File: config.mk
export PLATFORM = sky130hd
export DESIGN_NAME = servo_pwm_scheduler
export DESIGN_NICKNAME = d
export VERILOG_FILES = /design/src/rtl/servo_pwm_scheduler.sv
export SDC_FILE = /design/constraint.sdc
export NUM_CORES = 1
export LEC_CHECK = 0
export ABC_CLOCK_PERIOD_IN_PS = 5000
export CAP_MARGIN = 20
export CORE_MARGIN = 2
export CORE_UTILIZATION = 30
export DETAILED_ROUTE_END_ITERATION = 7
export HOLD_SLACK_MARGIN = 0.12
export PLACE_DENSITY = 0.44
export REMOVE_ABC_BUFFERS = 1
export SYNTH_ARGS = -nofsm -noshare
export SYNTH_HDL_FRONTEND = slang
export SYNTH_SLANG_ARGS = --single-unit
File: constraint.sdc
create_clock -name clk -period 5 [get_ports clk]
set_input_delay 0.5 -clock clk [delete_from_list [all_inputs] [get_ports clk]]
set_output_delay 0.5 -clock clk [all_outputs]
set_load 0.02 [all_outputs]
File: src/rtl/servo_pwm_scheduler.sv
// Time-multiplexed servo PWM: 1 us tick from clk, one frame per FRAME_US ticks, channels pulsed back-to-back.
// Outputs registered (wr_ready combinational); writes stall only in the frame-boundary cycle and apply at the next boundary.
module servo_pwm_scheduler #(
   parameter int TICK_DIV = 100,
   parameter int FRAME_US = 20000,
   parameter int MIN_US   = 1000,
   parameter int SPAN_US  = 1000,
   parameter int CHANNELS = 4
) (
   input  logic                        clk,
   input  logic                        rst_n,
   input  logic                        wr_valid,
   output logic                        wr_ready,
   input  logic [$clog2(CHANNELS)-1:0] wr_ch,
   input  logic [9:0]                  wr_pos,
   output logic                        wr_err,
   output logic [CHANNELS-1:0]         servo_pwm,
   output logic                        frame_start,
   output logic [$clog2(CHANNELS)-1:0] active_ch,
   output logic                        busy
);
   localparam int CW = $clog2(CHANNELS);
   localparam int TW = $clog2(TICK_DIV);
   localparam int UW = $clog2(FRAME_US);

   localparam logic [TW-1:0]       TICK_LAST = TW'(TICK_DIV - 1);
   localparam logic [UW-1:0]       US_LAST   = UW'(FRAME_US - 1);
   localparam logic [9:0]          SPAN_V    = 10'(SPAN_US);
   localparam logic [9:0]          MID_V     = 10'(SPAN_US / 2);
   localparam logic [10:0]         MIN_V     = 11'(MIN_US);
   localparam logic [CW-1:0]       LAST_CH   = CW'(CHANNELS - 1);
   localparam logic [CHANNELS-1:0] PWM_ONE   = CHANNELS'(1);

   typedef enum logic {ST_DONE, ST_PULSE} state_e;

   state_e                state_q, state_d;
   logic [TW-1:0]         tick_cnt_q, tick_cnt_d;
   logic [UW-1:0]         us_cnt_q, us_cnt_d;
   logic [CW-1:0]         ch_q, ch_d;
   logic [CW-1:0]         nxt_ch;
   logic [10:0]           width_q, width_d;
   logic [9:0]            shadow_q [CHANNELS];
   logic [9:0]            active_q [CHANNELS];
   logic [CHANNELS-1:0]   pwm_q, pwm_d;
   logic [CW-1:0]         active_ch_q, active_ch_d;
   logic                  busy_q, busy_d;
   logic                  frame_start_q;
   logic                  wr_err_q;
   logic                  tick;
   logic                  boundary;
   logic                  wr_acc;
   logic                  wr_bad;
   logic [9:0]            wr_pos_sat;

   assign tick       = (tick_cnt_q == TICK_LAST);
   assign boundary   = tick && (us_cnt_q == US_LAST);
   assign wr_ready   = !boundary;
   assign wr_acc     = wr_valid && !boundary;
   assign wr_bad     = (32'(wr_ch) >= 32'(CHANNELS));
   assign wr_pos_sat = (wr_pos > SPAN_V) ? SPAN_V : wr_pos;
   assign nxt_ch     = ch_q + CW'(1);

   always_comb begin
      tick_cnt_d = tick ? '0 : tick_cnt_q + TW'(1);
      us_cnt_d   = us_cnt_q;
      if (tick) begin
         us_cnt_d = (us_cnt_q == US_LAST) ? '0 : us_cnt_q + UW'(1);
      end
   end

   // Boundary wins over any in-flight pulse so a mis-parameterised frame still restarts cleanly.
   always_comb begin
      state_d = state_q;
      ch_d    = ch_q;
      width_d = width_q;
      if (boundary) begin
         state_d = ST_PULSE;
         ch_d    = '0;
         width_d = MIN_V + 11'(shadow_q[0]);
      end else if (state_q == ST_PULSE && tick) begin
         if (width_q == 11'd1) begin
            if (ch_q == LAST_CH) begin
               state_d = ST_DONE;
            end else begin
               ch_d    = nxt_ch;
               width_d = MIN_V + 11'(active_q[nxt_ch]);
            end
         end else begin
            width_d = width_q - 11'd1;
         end
      end
   end

   always_comb begin
      pwm_d       = '0;
      busy_d      = 1'b0;
      active_ch_d = '0;
      if (state_d == ST_PULSE) begin
         pwm_d       = PWM_ONE << ch_d;
         busy_d      = 1'b1;
         active_ch_d = ch_d;
      end
   end

   always_ff @(posedge clk or negedge rst_n) begin
      if (!rst_n) begin
         tick_cnt_q    <= '0;
         us_cnt_q      <= US_LAST;
         state_q       <= ST_DONE;
         ch_q          <= '0;
         width_q       <= '0;
         pwm_q         <= '0;
         busy_q        <= 1'b0;
         active_ch_q   <= '0;
         frame_start_q <= 1'b0;
         wr_err_q      <= 1'b0;
      end else begin
         tick_cnt_q    <= tick_cnt_d;
         us_cnt_q      <= us_cnt_d;
         state_q       <= state_d;
         ch_q          <= ch_d;
         width_q       <= width_d;
         pwm_q         <= pwm_d;
         busy_q        <= busy_d;
         active_ch_q   <= active_ch_d;
         frame_start_q <= boundary;
         wr_err_q      <= wr_acc && wr_bad;
      end
   end

   always_ff @(posedge clk or negedge rst_n) begin
      if (!rst_n) begin
         for (int i = 0; i < CHANNELS; i++) begin
            shadow_q[i] <= MID_V;
            active_q[i] <= MID_V;
         end
      end else begin
         if (wr_acc && !wr_bad) begin
            shadow_q[wr_ch] <= wr_pos_sat;
         end
         if (boundary) begin
            active_q <= shadow_q;
         end
      end
   end

   assign servo_pwm   = pwm_q;
   assign busy        = busy_q;
   assign active_ch   = active_ch_q;
   assign frame_start = frame_start_q;
   assign wr_err      = wr_err_q;

endmodule

==> results.md, run 1 <==
- Core outline area: 19300 um^2
- CP Capture Type: register
- Layout cells sized above 1: 0.225
- Xor/xnor share of the synthesized area: 0.0389
- HPWL after detailed placement: 9230 um
- Reg-to-reg slack, setup: 1880 ps
- WL per Instance: 15.7 um
- Routed vias/inst: 4.74
- Setup Skew: 11.7 ps
- R2r worst-path depth: 6
- Max Cap Viol: 0
- Clock sinks: 123
- Slew of the pin with the lowest slew margin: 947 ps
- TritonCTS buffer count: 17
- GR met1 Demand/Resource: 0.198
- Largest net degree at the start of global routing: 57
- Placed inst area: 6300 um^2
- Syn avg cell area: 10.4 um^2
- Full die area: 20700 um^2
- Worst hold path stage count: 2
- Number of flops mapped to enable cells by yosys: 0
- Congestion Overflow GR: 0
- Final setup vio count: 0
- Worst path slowest cell: or4_4
- Seq. cell area: 3150 um^2
- Max Slew Vio Count: 0
- Fmax: 0.320 GHz
- Seq cells post-synth: approximately 120
- Final wirelength: around 14000 um
- H-tree levels: 4
- Worst-path clk slew: 60 ps
- Status: complete, no violations
- Top FF cell, synth: dfrtp_1
- Global-route wire length before repair: 22900 um
- Largest family of logic cells by synthesized area: simple AND/OR/NAND/NOR gates
- Mux contribution to synthesized area: 0.0822
- Family with the most delay on the worst path: simple AND/OR/NAND/NOR gates
- GRT Util Overall: 0.144
- RD Place Congestion: 0.776
- Row cnt: 51
- Post-CTS setup buffers: 0
- Slowest stage delay, CP: 560 ps
- Die Y: 144 um
- Power per Cell Area: 355 nW/um^2
- Deepest clock path buffer count: 2
- Synth Area in Compound Gates: 0.0809
- Initial drt markers: 283
- Worst Min Path Start: shadow_q[7]$_DFFE_PN1P_
- Fin. Hold Viols: 0
- Residual DRC count: 0
- WP data arrival: ~3400 ps
- Mapped Cells: 565
- Crit path launch type: register
- Fillers: 1943
- Simple-gate portion of the synthesized area: 0.209
- Final ANT Viol Nets: 0
- Critical path type: register to register
- Initial antenna violation count: 0
- Multi-input gate area: 2520 um^2
- Max_slew headroom: 0.363
- Synthesized cell area: 5860 um^2
- Lkg Pwr: 2.97 nW
- Type of the tightest min-delay check: register to register
- Post-Layout Inst Area: 6880 um^2
- IO Port Bufs: 23
- Yosys warns: 0
- Clk_lat worst skew: 410 ps
- Die width: 144 um
- RSZ-0062 raised after global routing: no
- R2r startpoint: us_cnt_q[7]$_DFFE_PN0N_
- Synth Area in Adders: 0.0192
- CTS root buffer: clkbuf_16
- Ys async rst share: 1.00
- # nets final: 611
- Min cycle time layout: ~3100 ps
- Vias: between 4000 and 5000
- Worst Path Required: 5300 ps
- Buf/Inv on CP: 1
- Final setup TNS: 0 ps
- Grt peak-use layer: met2
- DRT Pass-1 Iters: 4
- WHS Endpoint: active_q[7]$_DFFE_PN1N_
- I/O pins: 25
- Crit path max fanout: 56
- Distinct cell type count after synthesis: 64
- Syn-to-layout area delta: 17.4%
- Final Cycle Share: 0.625
- Crit path cell chain: or4_4, nor4_4, and2_2, buf_4, or4b_1, mux2_2
- Peak VDD IR: 0.000164 V
- CTS tree: yes
- Diode count: 0
- Met2 Track Usage GR: 0.225
- Met3 Resource Use GR: 0.0377
- Initial Util: 0.303
- Sequential share of the synthesized area: 0.538
- Vias in the first global route: 4192
- Critical R2R Capture: shadow_q[39]$_DFFE_PN0P_
-- power breakdown --
group | internal, mW | switching, mW
registers | 1.08 | 0.0458
clock network | 0.749 | 0.438
logic | 0.0586 | 0.0681
-- per-stage QoR --
stage,setup WS (ps),total power [mW],hold WS (ps),instances,util
floorplan,1730,1.20,204,540,-
global placement,1940,1.27,441,832,0.326
detailed placement,1800,1.27,442,832,0.326
CTS,1810,2.47,455,865,0.356
global route,1560,2.54,464,865,0.356
finish,1880,2.44,452,865,0.356
-- sequential cells by signal, indices dropped and copies added, names as in the netlist, 2 cells and up --
| name | cells |
|---|---|
| active_q | 40 |
| shadow_q | 40 |
| us_cnt_q | 15 |
| width_q | 11 |
| tick_cnt_q | 7 |
| servo_pwm | 4 |
| active_ch | 2 |
| ch_q | 2 |
-- logic make-up (layout without fill, tap and decap cells) --
| logic type | after synthesis | count (layout) |
|---|---|---|
| other cells | 1 | 1 |
| compound gates | 76 | 76 |
| mux | 33 | 33 |
| fa+ha+maj | 9 | 9 |
| simple gates | 263 | 263 |
| buf+inv | 34 | 69 |
| flops | 123 | 123 |
| xor+xnor | 26 | 26 |
-- how the worst max path moves through the flow --
| stage | from | end | cells past startpoint |
|---|---|---|---|
| finish | us_cnt_q[7]$_DFFE_PN0N_ | shadow_q[39]$_DFFE_PN0P_ | 6 |
| floorplan | us_cnt_q[7]$_DFFE_PN0N_ | shadow_q[29]$_DFFE_PN0P_ | 6 |
| CTS | ch_q[0]$_DFF_PN0_ | width_q[7]$_DFFE_PN0P_ | 8 |
| detailed placement | ch_q[0]$_DFF_PN0_ | width_q[7]$_DFFE_PN0P_ | 8 |
| global placement | us_cnt_q[7]$_DFFE_PN0N_ | shadow_q[39]$_DFFE_PN0P_ | 6 |
| global route | ch_q[0]$_DFF_PN0_ | width_q[7]$_DFFE_PN0P_ | 8 |
-- per-layer routing --
metal  part of all wire  up-vias
met1               0.50     2035
met4              0.015        0
met3              0.036       18
met5                  0        -
li1                   -     1979
met2               0.45       67
-- placed cells by master, fill, tap and decap left out, drive strengths merged, types with 13 or more instances in the layout --
cell,synthesis,layout
nor2,26,26
o21ai,36,36
clkdlybuf4s50,0,22
mux2,21,21
nand2,172,172
dfrtp,66,66
clkbuf,3,26
nor3,13,13
dfstp,57,57
a21oi,14,14
xnor2,18,18
nand3,15,15
-- cell type report --
type	count	area share
tap	265	0.0482
timing repair buffer	28	0.0389
multi-input combinational	408	0.367
clock inverter	6	0.00927
inverter	9	0.00491
sequential	123	0.458
clock buffer	26	0.0740
-- Yosys cell counts (all sizes together), types with 3 or more instances --
| master | number | share of area |
|---|---|---|
| or4 | 4 | 0.0064 |
| nor4 | 3 | 0.0058 |
| nand3 | 15 | 0.013 |
| buf | 22 | 0.024 |
| xor2 | 8 | 0.012 |
| and2 | 3 | 0.0034 |
| o21ai | 36 | 0.031 |
| or3 | 4 | 0.0043 |
| clkbuf | 3 | 0.0019 |
| xnor2 | 18 | 0.027 |
| dfstp | 57 | 0.26 |
| dfrtp | 66 | 0.28 |
| a31oi | 3 | 0.0032 |
| nor3 | 13 | 0.014 |
| ha | 9 | 0.019 |
| mux2 | 21 | 0.040 |
| nand4 | 5 | 0.0079 |
| a22oi | 4 | 0.0051 |
| o211ai | 3 | 0.0038 |
| nor2 | 26 | 0.017 |
| and3 | 6 | 0.0064 |
| a21oi | 14 | 0.012 |
| mux4 | 10 | 0.038 |
| inv | 9 | 0.0058 |
| nand2 | 172 | 0.11 |
| nand4b | 5 | 0.011 |
-- worst min-delay path, stage by stage, from the launching register on --
cell and delay, ps:
dfstp_2 360, nand2_1 50, nand2_1 40
-- repair_timing --
item                      4_1_cts  5_1_grt
resized for setup               0        0
hold buffers                    1        0
hold endpoints to repair       10        0
No activity file was read; power rests on OpenSTA's default activity.
==> inputs of run 2 (changes only) <==
- ABC_CLOCK_PERIOD_IN_PS: 5000 -> 2700
- PLACE_DENSITY: 0.44 -> 0.46
- clock period: 5 -> 2.7 ns (I/O delays scaled with it)
==> results.md, run 2 (same netlist as run 1, synthesis figures left out) <==
- Met2 Track Usage GR: 0.230
- Max Cap Viol: 0
- Full die area: 20700 um^2
- Final Power: slightly below 5 mW
- Crit path max fanout: 18
- Fillers: slightly below 2000
- Final ANT Viol Nets: 0
- Place WS: about 110 ps
- Max_slew headroom: 0.520
- Slowest stage delay, CP: 540 ps
- Initial antenna violation count: 0
- Core outline area: 19300 um^2
- Critical path type: register to output pin
- Commonest non-fill, non-tap cells in the layout: 170 x nand2_1, 66 x dfrtp_1, 57 x dfstp_2, 32 x o21ai_0, 26 x nor2_1
- Max Slew Vio Count: 0
- Residual DRC count: 0
- Crit path cell chain: or4_4, nor4_4, and2_4, inv_4, dlygate4sd2_1
- Status: complete, no violations
- Reg-to-reg slack, setup: 150 ps
- Final setup vio count: 0
- HPWL after detailed placement: 9260 um
- Power per Cell Area: 691 nW/um^2
- Peak VDD IR: 0.000468 V
- CTS tree: yes
- Worst Path Required: 2430 ps
- RD Place Congestion: 0.792
- Setup ws final: about 140 ps
- Row cnt: 51
- TritonCTS buffer count: 17
- GRT Util Overall: 0.143
- Die Y: approximately 140 um
- Grt peak-use layer: met2
- # nets final: between 600 and 700
- Min cycle time layout: approximately 2600 ps
- WP data arrival: 2290 ps
- GR met1 Demand/Resource: 0.187
- Syn-to-layout area delta: 21.1%
- Crit path launch type: register
- DRT Pass-1 Iters: 4
- Non-filler instance count after layout: 879
- Setup Skew: approximately 10 ps
- Placed cells: between 800 and 900
- Initial Util: 0.303
- Lkg Pwr: a little over 3 nW
- Multi-input gate area: 2530 um^2
- Final wirelength: 13600 um
- Initial drt markers: 221
- I/O pins: 25
- Clock sinks: 123
- Fin. Hold Viols: 0
- Die width: between 100 and 150 um
- Vias: between 4000 and 5000
- Clk_lat worst skew: 420 ps
- Met3 Resource Use GR: 0.0430
- Top Registers: active_q: 40 flops, shadow_q: 40 flops, us_cnt_q: 15 flops
- Seq. cell area: 3150 um^2
- CTS root buffer: clkbuf_16
- Routed vias/inst: ~4.7
- IO Port Bufs: 23
- Worst path slowest cell: or4_4
- Hold WS: 287 ps
- Diode count: 0
- RSZ-0062 raised after global routing: no
- Final Cycle Share: 0.948
- Layout cells sized above 1: 0.248
- WL per Instance: ~15 um
- Vias in the first global route: 4192
- Slew of the pin with the lowest slew margin: 720 ps
- CP Capture Type: output pin
- Congestion Overflow GR: 0
- Worst-path clk slew: 60 ps
- H-tree levels: 4
- Deepest clock path buffer count: 2
- Global-route wire length before repair: 22400 um
- Fin util: 0.367
- Type of the tightest min-delay check: input port to async pin
- Most common cell after layout, fill and taps aside: nand2_1
- Fmax: 0.391 GHz
- Largest net degree at the start of global routing: 53
==> run 2: area by class of cell <==
| type | instances | share of cell area |
|---|---|---|
| multi-input combinational | 408 | 0.356 |
| clock buffer | 21 | 0.0695 |
| tap | 265 | 0.0467 |
| clock inverter | 11 | 0.0249 |
| sequential | 123 | 0.444 |
| timing repair buffer | 42 | 0.0541 |
| inverter | 9 | 0.00511 |
==> run 2: report_power, final <==
group          total [mW]  internal (mW)  leakage, nW  switching, mW
logic               0.243          0.113         1.30          0.129
clock network        2.58           1.69        0.325          0.893
registers            2.08           2.00         1.47         0.0759
==> run 2: final timing paths <==
check	startpoint	end	depth (start not counted)
min	rst_n	active_q[21]$_DFFE_PN0N_	2
max	us_cnt_q[12]$_DFFE_PN0N_	wr_ready	5
max in group asynchronous	rst_n	active_q[8]$_DFFE_PN1N_	3
min in group clk	shadow_q[2]$_DFFE_PN1P_	active_q[2]$_DFFE_PN1N_	2
max reg2reg	us_cnt_q[12]$_DFFE_PN0N_	shadow_q[39]$_DFFE_PN0P_	6
min reg2reg	shadow_q[2]$_DFFE_PN1P_	active_q[2]$_DFFE_PN1N_	2
==> run 2: through the flow <==
stage                     instance area, um^2  TNS (ps)
after floorplan                          5710    -13920
after global placement                   6410         0
after detailed placement                 6410         0
after CTS                                7090         0
after global routing                     7100         0
final                                    7100         0
==> run 2: what timing repair did <==
item	in CTS	in global routing
hold buffers	1	0
hold endpoints to repair	54	0
resized for setup	1	3
buffers inserted	0	0
setup endpoints to repair	1	1
==> run 2: routing by layer <==
metal	routed length [um]	share of wire
met3	429	0.032
met2	6400	0.47
met5	0	0
met4	193	0.014
met1	6550	0.48
==> run 2: critical path: cells and delay by family (launching register included) <==
family                 cells  cell delay, ps
and+or+nand+nor            3            1010
buffers and inverters      2             460
DFF                        1             410
